--- src/rtl/bmp_writer_pkg.sv ---
// rtl/bmp_writer_pkg.sv - shared types, sizes and row-length helper for the BMP pixel writer
package bmp_writer_pkg;

  localparam int PIXEL_W         = 24;
  localparam int WORD_W          = 32;
  localparam int DIM_W           = 12;
  localparam int ADDR_W          = 20;
  localparam int BYTES_PER_PIXEL = 3;
  localparam int BYTES_PER_WORD  = 4;

  typedef enum logic [2:0] {
    IDLE,
    CALC,
    ACTIVE,
    FLUSH,
    DONE
  } state_t;

  // Words per padded BMP row: ceil(3*width/4).
  function automatic logic [ADDR_W-1:0] row_words(input logic [DIM_W-1:0] w);
    logic [ADDR_W-1:0] wx;
    wx = ADDR_W'(w);
    return (wx * ADDR_W'(BYTES_PER_PIXEL) + ADDR_W'(BYTES_PER_WORD - 1)) >> 2;
  endfunction

endpackage

--- src/rtl/bmp_byte_packer.sv ---
// rtl/bmp_byte_packer.sv - packs 3-byte pixels into little-endian 32-bit words with a flush for row padding
import bmp_writer_pkg::*;

module bmp_byte_packer (
  input  logic               clk,
  input  logic               reset,
  input  logic               push,
  input  logic               flush,
  input  logic [PIXEL_W-1:0] pix,
  output logic               word_valid,
  output logic [WORD_W-1:0]  word,
  output logic [1:0]         level
);

  logic [47:0] acc;
  logic [47:0] merged;

  // Bytes above 'level' in acc are always zero, so an OR appends the new pixel.
  always_comb begin
    merged = acc | ({24'b0, pix} << {level, 3'b000});
  end

  always_ff @(posedge clk) begin
    if (reset) begin
      acc        <= '0;
      level      <= '0;
      word_valid <= 1'b0;
      word       <= '0;
    end else begin
      word_valid <= 1'b0;
      if (flush) begin
        word       <= acc[WORD_W-1:0];
        word_valid <= 1'b1;
        acc        <= '0;
        level      <= '0;
      end else if (push) begin
        if (level != 2'd0) begin
          word       <= merged[WORD_W-1:0];
          word_valid <= 1'b1;
          acc        <= {32'b0, merged[47:32]};
          level      <= level - 2'd1;
        end else begin
          acc   <= merged;
          level <= 2'd3;
        end
      end
    end
  end

endmodule

--- src/rtl/bmp_pixel_writer.sv ---
// rtl/bmp_pixel_writer.sv - BGR pixel stream to padded BMP word memory writer; BMP_BOTTOM_UP_EN stores rows bottom-up
import bmp_writer_pkg::*;

module bmp_pixel_writer (
  input  logic               clk,
  input  logic               reset,
  input  logic               start,
  input  logic [DIM_W-1:0]   width,
  input  logic [DIM_W-1:0]   height,
  input  logic               pix_valid,
  output logic               pix_ready,
  input  logic [PIXEL_W-1:0] pix_data,
  output logic               mem_we,
  output logic [ADDR_W-1:0]  mem_addr,
  output logic [WORD_W-1:0]  mem_wdata,
  output logic               busy,
  output logic               done
);

  state_t            state, state_nxt;
  logic [DIM_W-1:0]  w_q, h_q, col, row;
  logic [ADDR_W-1:0] addr_ptr, next_base;
  logic [1:0]        level;
  logic              xfer, col_last, row_last, residual;
  logic              flush, gen_word, row_done;

  assign col_last = (col == w_q - DIM_W'(1));
  assign row_last = (row == h_q - DIM_W'(1));
  // After a row-end push the packer keeps bytes unless it held exactly one.
  assign residual = (level != 2'd1);

`ifdef BMP_BOTTOM_UP_EN
  logic [ADDR_W-1:0] row_base, rw;
  logic              calc_last;
  assign rw        = row_words(w_q);
  assign calc_last = (row == h_q - DIM_W'(2));
  assign next_base = row_base - rw;
`else
  assign next_base = addr_ptr + ADDR_W'(1);
`endif

  always_ff @(posedge clk) begin
    if (reset) state <= IDLE;
    else       state <= state_nxt;
  end

  always_comb begin
    state_nxt = state;
    pix_ready = 1'b0;
    busy      = 1'b1;
    done      = 1'b0;
    flush     = 1'b0;
    case (state)
      IDLE: begin
        busy = 1'b0;
        if (start) begin
          if (width == '0 || height == '0)
            state_nxt = DONE;
`ifdef BMP_BOTTOM_UP_EN
          else if (height == DIM_W'(1))
            state_nxt = ACTIVE;
          else
            state_nxt = CALC;
`else
          else
            state_nxt = ACTIVE;
`endif
        end
      end
      CALC: begin
`ifdef BMP_BOTTOM_UP_EN
        if (calc_last) state_nxt = ACTIVE;
`else
        state_nxt = IDLE;
`endif
      end
      ACTIVE: begin
        pix_ready = 1'b1;
        if (pix_valid && col_last) begin
          if (residual)      state_nxt = FLUSH;
          else if (row_last) state_nxt = DONE;
        end
      end
      FLUSH: begin
        flush     = 1'b1;
        state_nxt = row_last ? DONE : ACTIVE;
      end
      DONE: begin
        done      = 1'b1;
        state_nxt = IDLE;
      end
      default: state_nxt = IDLE;
    endcase
  end

  assign xfer     = pix_valid && pix_ready;
  assign gen_word = (xfer && level != 2'd0) || flush;
  assign row_done = (xfer && col_last && !residual) || flush;

  // mem_addr is registered alongside the packer's word so both land together.
  always_ff @(posedge clk) begin
    if (reset) begin
      w_q      <= '0;
      h_q      <= '0;
      col      <= '0;
      row      <= '0;
      addr_ptr <= '0;
      mem_addr <= '0;
`ifdef BMP_BOTTOM_UP_EN
      row_base <= '0;
`endif
    end else begin
      if (state == IDLE && start) begin
        w_q      <= width;
        h_q      <= height;
        col      <= '0;
        row      <= '0;
        addr_ptr <= '0;
`ifdef BMP_BOTTOM_UP_EN
        row_base <= '0;
`endif
      end
`ifdef BMP_BOTTOM_UP_EN
      if (state == CALC) begin
        row_base <= row_base + rw;
        addr_ptr <= addr_ptr + rw;
        row      <= calc_last ? '0 : row + DIM_W'(1);
      end
`endif
      if (xfer)
        col <= col_last ? '0 : col + DIM_W'(1);
      if (gen_word) begin
        mem_addr <= addr_ptr;
        addr_ptr <= row_done ? next_base : addr_ptr + ADDR_W'(1);
      end
      if (row_done) begin
        row <= row_last ? '0 : row + DIM_W'(1);
`ifdef BMP_BOTTOM_UP_EN
        row_base <= next_base;
`endif
      end
    end
  end

  bmp_byte_packer u_packer (
    .clk        (clk),
    .reset      (reset),
    .push       (xfer),
    .flush      (flush),
    .pix        (pix_data),
    .word_valid (mem_we),
    .word       (mem_wdata),
    .level      (level)
  );

endmodule

--- config.mk ---
export PLATFORM = sky130hd
export DESIGN_NAME = bmp_pixel_writer
export DESIGN_NICKNAME = d
export VERILOG_FILES = /design/src/rtl/bmp_writer_pkg.sv /design/src/rtl/bmp_byte_packer.sv /design/src/rtl/bmp_pixel_writer.sv
export SDC_FILE = /design/constraint.sdc
export NUM_CORES = 1
export LEC_CHECK = 0
export BUFFER_PORTS_ARGS = -buffer_cell sky130_fd_sc_hd__buf_2
export CAP_MARGIN = 20
export CORE_MARGIN = 3
export CORE_UTILIZATION = 54
export CTS_BUF_LIST = sky130_fd_sc_hd__clkbuf_8
export DETAILED_ROUTE_END_ITERATION = 10
export PLACE_DENSITY = 0.78
export SYNTH_ARGS = -nofsm -noshare
export SYNTH_HDL_FRONTEND = slang
export SYNTH_SLANG_ARGS = --single-unit
--- constraint.sdc ---
create_clock -name clk -period 2.35 [get_ports clk]
set_input_delay 0.235 -clock clk [delete_from_list [all_inputs] [get_ports clk]]
set_output_delay 0.235 -clock clk [all_outputs]
set_load 0.1 [all_outputs]
Yosys cells after proc, flatten, opt, wreduce, memory -nomap -nowiden. Cells that the tools add are included.

Word-level logic and storage cells: 76. Output and inout bits: 56. Flip-flop bits (word level): 174. Input bits: 52.

Equal/unequal tests: 9. Bitwise operators: 1. Reduce and logical (&&, ||, !) cells: 22. Shifts and indexed selects: 1. Add/sub/neg operators: 6. Multiplexer cells: 26.

Operators by type and width (count): 32-bit 2-to-1 mux (3); 12-bit 2-to-1 mux (5); 48-bit 2-to-1 mux (1); 48-bit bitwise OR (1); 24-bit by 5-bit << shifter with 48-bit output (1); 20-bit 2-to-1 mux (2); 12-bit by 1-bit adder with 12-bit output, second input constant (2); 12-bit == test (2); 12-bit zero test (2); 12-bit by 1-bit subtractor with 12-bit output, second input constant (2); 20-bit by 1-bit adder with 20-bit output, second input constant (1); 3-bit 2-to-1 mux (6); 2-bit nonzero test (6); 3-bit case mux with 3 select lines (1); 1-bit 2-to-1 mux (7); 3-bit by 2-bit == test with 1-bit output, second input constant (2); 1-bit logical AND (6); 2-bit inequality test, second input constant (2); 3-bit == test, second input constant (1); 3-bit zero test (1); 1-bit logical OR (3); 3-bit inequality test, second input constant (1); 3-bit AND reduction (1); 2-bit 2-to-1 mux (1); other kinds (5) (5).

Longest topological paths before layout. Gate-level depths: netlist of the first run.

Word-level depth: 7. Depth in mapped cells: 13. Depth with buffers taken out: 10.

Modules after synthesis. A second synthesis of the first run with hierarchy kept.

Cell total of the unflattened synthesis: 1036. Area total of the unflattened synthesis: 8717.1 um^2.

By module, submodules not included: bmp_pixel_writer (times used 1, cells each 631, area an instance 4904.7 um^2); bmp_byte_packer (times used 1, cells each 405, area an instance 3812.4 um^2).

Worst setup path after synthesis of the first run. OpenSTA, ideal clock, no wires.

Path type: register to register. From: reg state[1]. To: reg mem_addr[0]. Arrival time: 4.613 ns. Required time: 2.218 ns. Path slack: -2.395 ns. Period minus slack after synthesis: 4.745 ns. Path buffers: 3. Cell stages (with the launch flop): 10. Path through: dfxtp_1 > clkbuf_1 > nor3b_1 > nand2_1 > nor2_2 > nor2_1 > clkbuf_1 > buf_1 > nand2_1 > a21oi_1.

Longest elaborated chain between the ends: 5. Elaborated cells between the ends (all ways): 7. Those cells by class: eq/ne (2); mux (2); reduce/logical (3).

Ends and longest elaborated chain: start: declaration (RTL line bmp_pixel_writer.sv:20) `state_t state, state_nxt;`; start signal: assignment (RTL line bmp_pixel_writer.sv:44) `else state <= state_nxt;`; 3-bit by 2-bit == test with 1-bit output (RTL line bmp_pixel_writer.sv:53) `case (state)`; 1-bit 2-to-1 mux (RTL line bmp_pixel_writer.sv:53); via pix_ready (RTL line bmp_pixel_writer.sv:11) `output logic pix_ready,`; 1-bit logical AND (RTL line bmp_pixel_writer.sv:96) `assign xfer = pix_valid && pix_ready;`; 1-bit logical AND (RTL line bmp_pixel_writer.sv:97) `assign gen_word = (xfer && level != 2'd0) || flush;`; 1-bit logical OR (RTL line bmp_pixel_writer.sv:97); end signal: assignment (RTL line bmp_pixel_writer.sv:133) `mem_addr <= addr_ptr;`; end: declaration (RTL line bmp_pixel_writer.sv:14) `output logic [ADDR_W-1:0] mem_addr,`.

The timed path passes the listed nets, and every way through them passes these cells. A chain may end at the register's enable or synchronous reset.

Worst setup path in the final report of the first run.
From: reg w_q[4]. To: reg col[6].

Longest elaborated chain between the ends: 4.

Ends and longest elaborated chain: start: declaration (RTL line bmp_pixel_writer.sv:21) `logic [DIM_W-1:0] w_q, h_q, col, row;`; start signal: assignment (RTL line bmp_pixel_writer.sv:114) `w_q <= width;`; 12-bit by 1-bit subtractor with 12-bit output (RTL line bmp_pixel_writer.sv:27) `assign col_last = (col == w_q - DIM_W'(1));`; 12-bit == test (RTL line bmp_pixel_writer.sv:27); 12-bit 2-to-1 mux (RTL line bmp_pixel_writer.sv:131) `col <= col_last ? '0 : col + DIM_W'(1);`; 12-bit 2-to-1 mux (RTL line bmp_pixel_writer.sv:130) `if (xfer)`; end signal: assignment (RTL line bmp_pixel_writer.sv:131); end: declaration (RTL line bmp_pixel_writer.sv:21).

No other way between the ends.

==> results of run 1 <==
how the worst min path moves through the flow:
stage,start,endpoint,slack (ns),cells past startpoint
global placement,mem_addr[19],mem_addr[19],0.44,2
CTS,width[11],w_q[11],0.00002,3
floorplan,height[2],h_q[2],0.37,2
finish,width[6],w_q[6],0.009,3
global route,width[0],w_q[0],0.007,3
detailed placement,u_packer.acc[21],u_packer.word[21],0.44,2
critical path, stage by stage, from the launching register on:
cell	delay (ns)
dfxtp_1	0.44
nor4_4	0.06
buf_4	0.16
a211oi_1	0.34
a21oi_1	0.07
a2111o_1	0.47
buf_6	0.16
o21a_1	0.19
nand2_2	0.13
clkbuf_16	0.16
nor3_1	0.04
a21o_1	0.15
timing repair:
action	4_1_cts	5_1_grt
hold endpoints to repair	5	0
hold buffers	5	0
setup buffers	7	3
pin swaps	29	11
endpoints found under the setup margin	20	29
gates resized for setup	48	41
gates cloned	2	0
cells by family (layout without fill, tap and decap cells):
| group | Yosys count | after routing | share of synthesized area |
|---|---|---|---|
| AND/OR/NAND/NOR | 422 | 422 | 0.242 |
| AO/OA/AOI/OAI | 284 | 285 | 0.221 |
| flip-flops | 174 | 174 | 0.422 |
| buffers and inverters | 85 | 248 | 0.0411 |
| XOR/XNOR | 32 | 32 | 0.0340 |
| multiplexers | 22 | 22 | 0.0293 |
| adder cells (fa/ha/maj) | 7 | 7 | 0.0106 |
flip-flops by register name, summed over array words and instances, names as in the netlist:
signal / count
u_packer.acc: 48
u_packer.word: 32
addr_ptr: 20
mem_addr: 20
col: 12
h_q: 12
row: 12
w_q: 12
state: 3
u_packer.level: 2
u_packer.word_valid: 1
final cells by class:
| cell class | instances | share of cell area |
|---|---|---|
| sequential | 174 | 0.342 |
| timing repair buffer | 194 | 0.125 |
| tap | 184 | 0.0225 |
| clock buffer | 17 | 0.0228 |
| inverter | 22 | 0.00805 |
| clock inverter | 15 | 0.0144 |
| multi-input combinational | 768 | 0.465 |
cells in the final DEF (no fill, tap or decap), types with 10 or more instances in the layout:
cell	Yosys	routed
dfxtp_1	174	157
nand2_1	141	132
nor2_1	132	125
a21oi_1	125	123
buf_2	4	107
buf_4	0	70
a211oi_1	58	56
nor3_1	35	29
nand3_1	23	22
o21ai_0	37	21
xor2_1	22	21
inv_1	21	20
mux2_2	17	17
clkbuf_8	0	17
a22o_1	16	16
dfxtp_2	0	15
and3_1	15	14
nand4_1	11	11
nor4_1	11	10
o21ai_2	0	10
per-layer routing:
metal / share of wire / wire length, um
met4: 0.023 / 524
met3: 0.059 / 1320
met2: 0.48 / 10800
met1: 0.44 / 9830
met5: 0 / 0
power by group through the flow:
stage               sequential, mW  clock [mW]  combinational [mW]
CTS                           3.49        2.07                3.77
global route                  3.54        2.20                4.22
floorplan                     4.17           0                2.10
detailed placement            3.55           0                3.59
finish                        3.50        2.05                3.92
global placement              3.54           0                3.54
metrics by stage:
stage,worst slack [ns],setup TNS (ns),hold WS [ns],utilization,power (mW)
5_1_grt,-0.207,-3.16,0.00708,0.695,9.96
3_5_place_dp,-0.262,-2.48,0.441,0.639,7.14
2_1_floorplan,-0.162,-3.27,0.371,-,6.26
3_3_place_gp,-0.183,-1.53,0.437,0.639,7.08
6_report,-0.125,-1.24,0.00930,0.695,9.47
4_1_cts,-0.0806,-0.669,0.0000153,0.684,9.34
==> impl_metrics.env, run 1 <==
export IMPL_run_status="complete, but fails checks"
export IMPL_violations_in_the_final_reports="negative setup slack"
export IMPL_core_region_area_um2=14800
export IMPL_die_w_um=130
export IMPL_setup_viol_count_final=19
export IMPL_gate_count_of_the_mapped_netlist=1026
export IMPL_worst_setup_path_startpoint="w_q[4]"
export IMPL_port_buffer_count=107
export IMPL_cts_tree="built"
export IMPL_clockPowerShare=0.216
export IMPL_placement_rows=44
export IMPL_worst_clock_skew_ns=0.0110
export IMPL_final_min_period_over_clock_period=1.05
export IMPL_switchingPower_mw=3.92
export IMPL_r2r_worst_path_cells=11
export IMPL_dp_cells=1325
export IMPL_startpoint_type="flop"
export IMPL_fill_count=1200
export IMPL_timing_final_hold_violations=0
export IMPL_final_cells=1374
export IMPL_synth_area_um2=8250
export IMPL_ctsLongestPathBuffers=2
export IMPL_dpl_hpwl_mm=15.1
export IMPL_synthesis_area_per_instance_um2=8.04
export IMPL_grt_usage=0.261
export IMPL_r2r_end="col[6]"
export IMPL_synthFlopType="dfxtp_1"
export IMPL_antenna_cells=0
export IMPL_max_slew_headroom=0.321
export IMPL_crit_path_end_kind="flop"
export IMPL_pwr_density_cell_nw_per_um2=924
export IMPL_power_frac_seq=0.370
export IMPL_count_of_maximum_capacitance_violations=0
export IMPL_power_leakage_nw=4.10
export IMPL_worst_slack_ns=-0.125
export IMPL_globalRoute_busiestLayer="met2"
export IMPL_via_count=8027
export IMPL_ratio_of_cells_with_drive_above_1_in_the_final_layout=0.281
export IMPL_met2_usage=0.422
export IMPL_firstDrtPassIters=5
export IMPL_wirelength_mm=22.4
export IMPL_grt_remaining_overflow=0
export IMPL_area_growth_syn_to_layout_pct=24.3
export IMPL_ant_nets=0
export IMPL_pins_over_their_slew_limit=0
export IMPL_cts_made_buffers=17
export IMPL_synth_top_cells_by_count="dfxtp_1, nand2_1, nor2_1, a21oi_1, a211oi_1"
export IMPL_grt_pass1_wl_mm=35.7
export IMPL_drt_wl_cell_um=16.3
export IMPL_viasPerCell=5.84
export IMPL_part_of_the_power_in_combinational_logic=0.414
export IMPL_cts_clk_pin_slew_worst_paths_ns=0.09
export IMPL_ioPinCount=108
export IMPL_rr_startpoint="w_q[4]"
export IMPL_ff_latch_area_um2=3510
export IMPL_synthArstFlopShare=0
export IMPL_p_sw_frac=0.414
export IMPL_postSynthNetCount=1085
export IMPL_post_route_drc_count=0
export IMPL_placed_standard_cell_area_um2=9430
export IMPL_final_area_um2=10300
export IMPL_data_arrival_time_of_the_worst_path_ns=2.84
export IMPL_worstSetupEndpoint="col[6]"
export IMPL_worstPathMaxFanout=7
export IMPL_clkSinkCount=174
export IMPL_power_report_internal_total_mw=5.55
export IMPL_path_class="flop to flop"
export IMPL_fin_crit_ns=2.47
export IMPL_nets=1236
export IMPL_synth_top_area_share=0.422
export IMPL_rsz_0062_raised_after_global_routing="yes"
export IMPL_clock_fmax_mhz=404
export IMPL_grt_pass1_vias=7512
export IMPL_count_of_routing_violations_after_the_opening_detailed_route_iteration=635
export IMPL_die_area_um2=16800
export IMPL_grtUsageMet3=0.0515
export IMPL_grt_max_degree=92
export IMPL_slew_at_the_pin_closest_to_its_max_slew_limit_ns=1.01
export IMPL_post_synth_num_cell_types=61
export IMPL_synthDominantAreaCellType="dfxtp_1"
export IMPL_synth_enable_flop_cells=0
export IMPL_clock_latency_reported_for_the_late_side_of_the_worst_skew_pair_ns=0.47
export IMPL_synth_seq_area_share=0.422
export IMPL_r2r_setup_slack_ns=-0.12
export IMPL_worst_ep_required_time_ns=2.72
export IMPL_yosys_warnings=0
export IMPL_footprint_of_the_multi_input_gates_um2=4770
export IMPL_clock_tree_htree_level_count=4
export IMPL_initial_utilization=0.559
export IMPL_globalRouteMet1Util=0.346
export IMPL_die_h_um=130
export IMPL_post_synth_top_count_cell="dfxtp_1"
export IMPL_antenna_found_initial=0
export IMPL_cts_root_buffer="clkbuf_8"
export IMPL_worst_hold_check_path_type="primary input to flop"
export IMPL_yosys_top_cells_area="dfxtp_1, a21oi_1, nand2_1"
export IMPL_max_vdd_ir_drop_mv=0.752
export IMPL_gp_congestion=0.887
export IMPL_synth_ff_latch_count=174
Note: power is estimated with default switching activity, not from simulation.
==> inputs of run 2 (changes only) <==
SLEW_MARGIN = 25   (was default)
clock period = 2.2 ns   (was 2.35 ns; I/O delays follow)
==> impl_metrics.env, run 2 (synthesis gave the netlist of run 1 again) <==
export IMPL_ctsLongestPathBuffers=2
export IMPL_setup_viol_count_final=26
export IMPL_crit_family="compound AO/OA/AOI/OAI gates"
export IMPL_hold_start="height[3]"
export IMPL_pwr_density_cell_nw_per_um2=1000
export IMPL_die_h_um=130
export IMPL_placed_standard_cell_area_um2=9660
export IMPL_ratio_of_cells_with_drive_above_1_in_the_final_layout=0.295
export IMPL_cp_num_buf_inv=1
export IMPL_violations_in_the_final_reports="negative setup slack"
export IMPL_timing_final_hold_violations=0
export IMPL_final_common_cell="dfxtp_1"
export IMPL_initial_utilization=0.559
export IMPL_switchingPower_mw=4.28
export IMPL_run_status="complete, but fails checks"
export IMPL_critical_path_slowest_cell="a2111o_1"
export IMPL_antenna_found_initial=0
export IMPL_power_frac_seq=0.350
export IMPL_cts_made_buffers=17
export IMPL_count_of_routing_violations_after_the_opening_detailed_route_iteration=662
export IMPL_startpoint_type="flop"
export IMPL_worst_hold_check_path_type="primary input to flop"
export IMPL_worst_setup_path_startpoint="w_q[9]"
export IMPL_clock_tree_htree_level_count=4
export IMPL_grt_pass1_wl_mm=36.7
export IMPL_ant_nets=0
export IMPL_grt_pass1_vias=7572
export IMPL_via_count=8310
export IMPL_antenna_cells=0
export IMPL_port_buffer_count=107
export IMPL_die_w_um=130
export IMPL_max_vdd_ir_drop_mv=0.703
export IMPL_holdPathStages=3
export IMPL_cts_tree="built"
export IMPL_worst_clock_skew_ns=0.00908
export IMPL_slew_at_the_pin_closest_to_its_max_slew_limit_ns=0.936
export IMPL_pins_over_their_slew_limit=0
export IMPL_placement_rows=44
export IMPL_cp_cell_sequence="xor2_2, a31o_2, a211o_1, a2111o_1, nor4_4, buf_6, o211ai_4, nor3b_1, a21o_1"
export IMPL_data_arrival_time_of_the_worst_path_ns=2.89
export IMPL_worst_slack_ns=-0.289
export IMPL_r2r_worst_path_cells=9
export IMPL_layout_cells_most_common_list="dfxtp_1, nand2_1, nor2_1"
export IMPL_fin_setup_tns_ns=-3.92
export IMPL_final_min_period_over_clock_period=1.13
export IMPL_final_area_um2=10700
export IMPL_grt_max_degree=59
export IMPL_nets=1275
export IMPL_firstDrtPassIters=6
export IMPL_part_of_the_power_in_combinational_logic=0.403
export IMPL_clkSinkCount=174
export IMPL_worstPathMaxFanout=6
export IMPL_crit_path_end_kind="flop"
export IMPL_r2r_setup_slack_ns=-0.29
export IMPL_rr_startpoint="w_q[9]"
export IMPL_core_region_area_um2=14800
export IMPL_cts_root_buffer="clkbuf_8"
export IMPL_path_class="flop to flop"
export IMPL_grt_remaining_overflow=0
export IMPL_worst_ep_required_time_ns=2.61
export IMPL_power_report_internal_total_mw=6.40
export IMPL_cts_clk_pin_slew_worst_paths_ns=0.10
export IMPL_max_slew_headroom=0.371
export IMPL_gp_congestion=0.875
export IMPL_post_route_drc_count=0
export IMPL_crit_cells=9
export IMPL_ioPinCount=108
export IMPL_clockPowerShare=0.247
export IMPL_p_sw_frac=0.401
export IMPL_fill_count=1140
export IMPL_grt_usage=0.270
export IMPL_reg_top3="u_packer.acc: 48 flops, u_packer.word: 32 flops"
export IMPL_dpl_hpwl_mm=15.4
export IMPL_power_leakage_nw=4.35
export IMPL_die_area_um2=16800
export IMPL_rsz_0062_raised_after_global_routing="yes"
export IMPL_count_of_maximum_capacitance_violations=0
export IMPL_area_growth_syn_to_layout_pct=29.5
export IMPL_clock_fmax_mhz=402
export IMPL_largest_register_ffs=48
export IMPL_crit_path_max_incr_delay_ns=0.49
export IMPL_registers_top_by_ff_count="u_packer.acc"
export IMPL_clock_latency_reported_for_the_late_side_of_the_worst_skew_pair_ns=0.46
export IMPL_drt_wl_cell_um=16.4
export IMPL_wirelength_mm=23.2
export IMPL_viasPerCell=5.88
export IMPL_fin_crit_ns=2.49
run 2: cell types whose count changed in the layout (fill, tap and decap cells not counted), moves of 3 or more:
cell           delta
clkinvlp_4        -3
o21ai_1           +4
o21ai_0           -4
nor2_2            -3
nand2_4           +3
bufinv_16         +3
buf_4            +28
dlygate4sd3_1    +10
run 2: layout make-up:
class                           count  area [um^2]  share of cell area
Sequential cell                   174         3500               0.328
Multi-Input combinational cell    769         4820               0.451
Clock inverter                     14          233              0.0218
Inverter                           22         82.6             0.00773
Timing Repair Buffer              232         1570               0.147
Tap cell                          184          230              0.0216
Clock buffer                       18          248              0.0232
run 2: per-stage QoR:
step / setup slack (ns) / hold WS [ns] / power, mW / utilization / std cells
finish: -0.289 / 0.0298 / 10.7 / 0.724 / 1413
global route: -0.399 / 0.0104 / 11.2 / 0.724 / 1413
CTS: -0.231 / 0.00742 / 10.5 / 0.714 / 1412
detailed placement: -0.319 / 0.442 / 7.73 / 0.655 / 1351
global placement: -0.221 / 0.435 / 7.68 / 0.655 / 1351
floorplan: -0.333 / 0.348 / 6.76 / - / 1026
run 2: path summary, 6_finish.rpt:
kind / to
worst max-delay path: row[5]
worst min-delay path: h_q[3]
worst max register to register: row[5]
worst min register to register: mem_addr[18]
run 2: routing by layer:
layer / vias up / global-route usage / wire length [um]
met1: 3885 / 0.353 / 10100
met2: 325 / 0.446 / 11200
met3: 58 / 0.0523 / 1310
met5: - / 0 / 0
met4: 0 / 0.0966 / 597
li1: 4042 / - / -
run 2: worst min-delay path: stages:
cell	delay [ns]
buf_2	0.10
nand2_1	0.07
a21oi_1	0.06
run 2: what timing repair did:
action                                  in CTS  in global routing
hold endpoints to repair                    15                  0
gates resized for setup                     45                 32
hold buffers                                15                  0
pin swaps                                   18                  3
setup buffers                               12                  1
endpoints found under the setup margin      27                 28
gates cloned                                 2                  0
run 2: power groups by stage:
stage	Combinational (mW)	Sequential (mW)	Clock, mW
global placement	3.90	3.78	0
global route	4.61	3.78	2.81
CTS	4.16	3.72	2.66
floorplan	2.30	4.46	0
finish	4.31	3.74	2.64
detailed placement	3.94	3.79	0
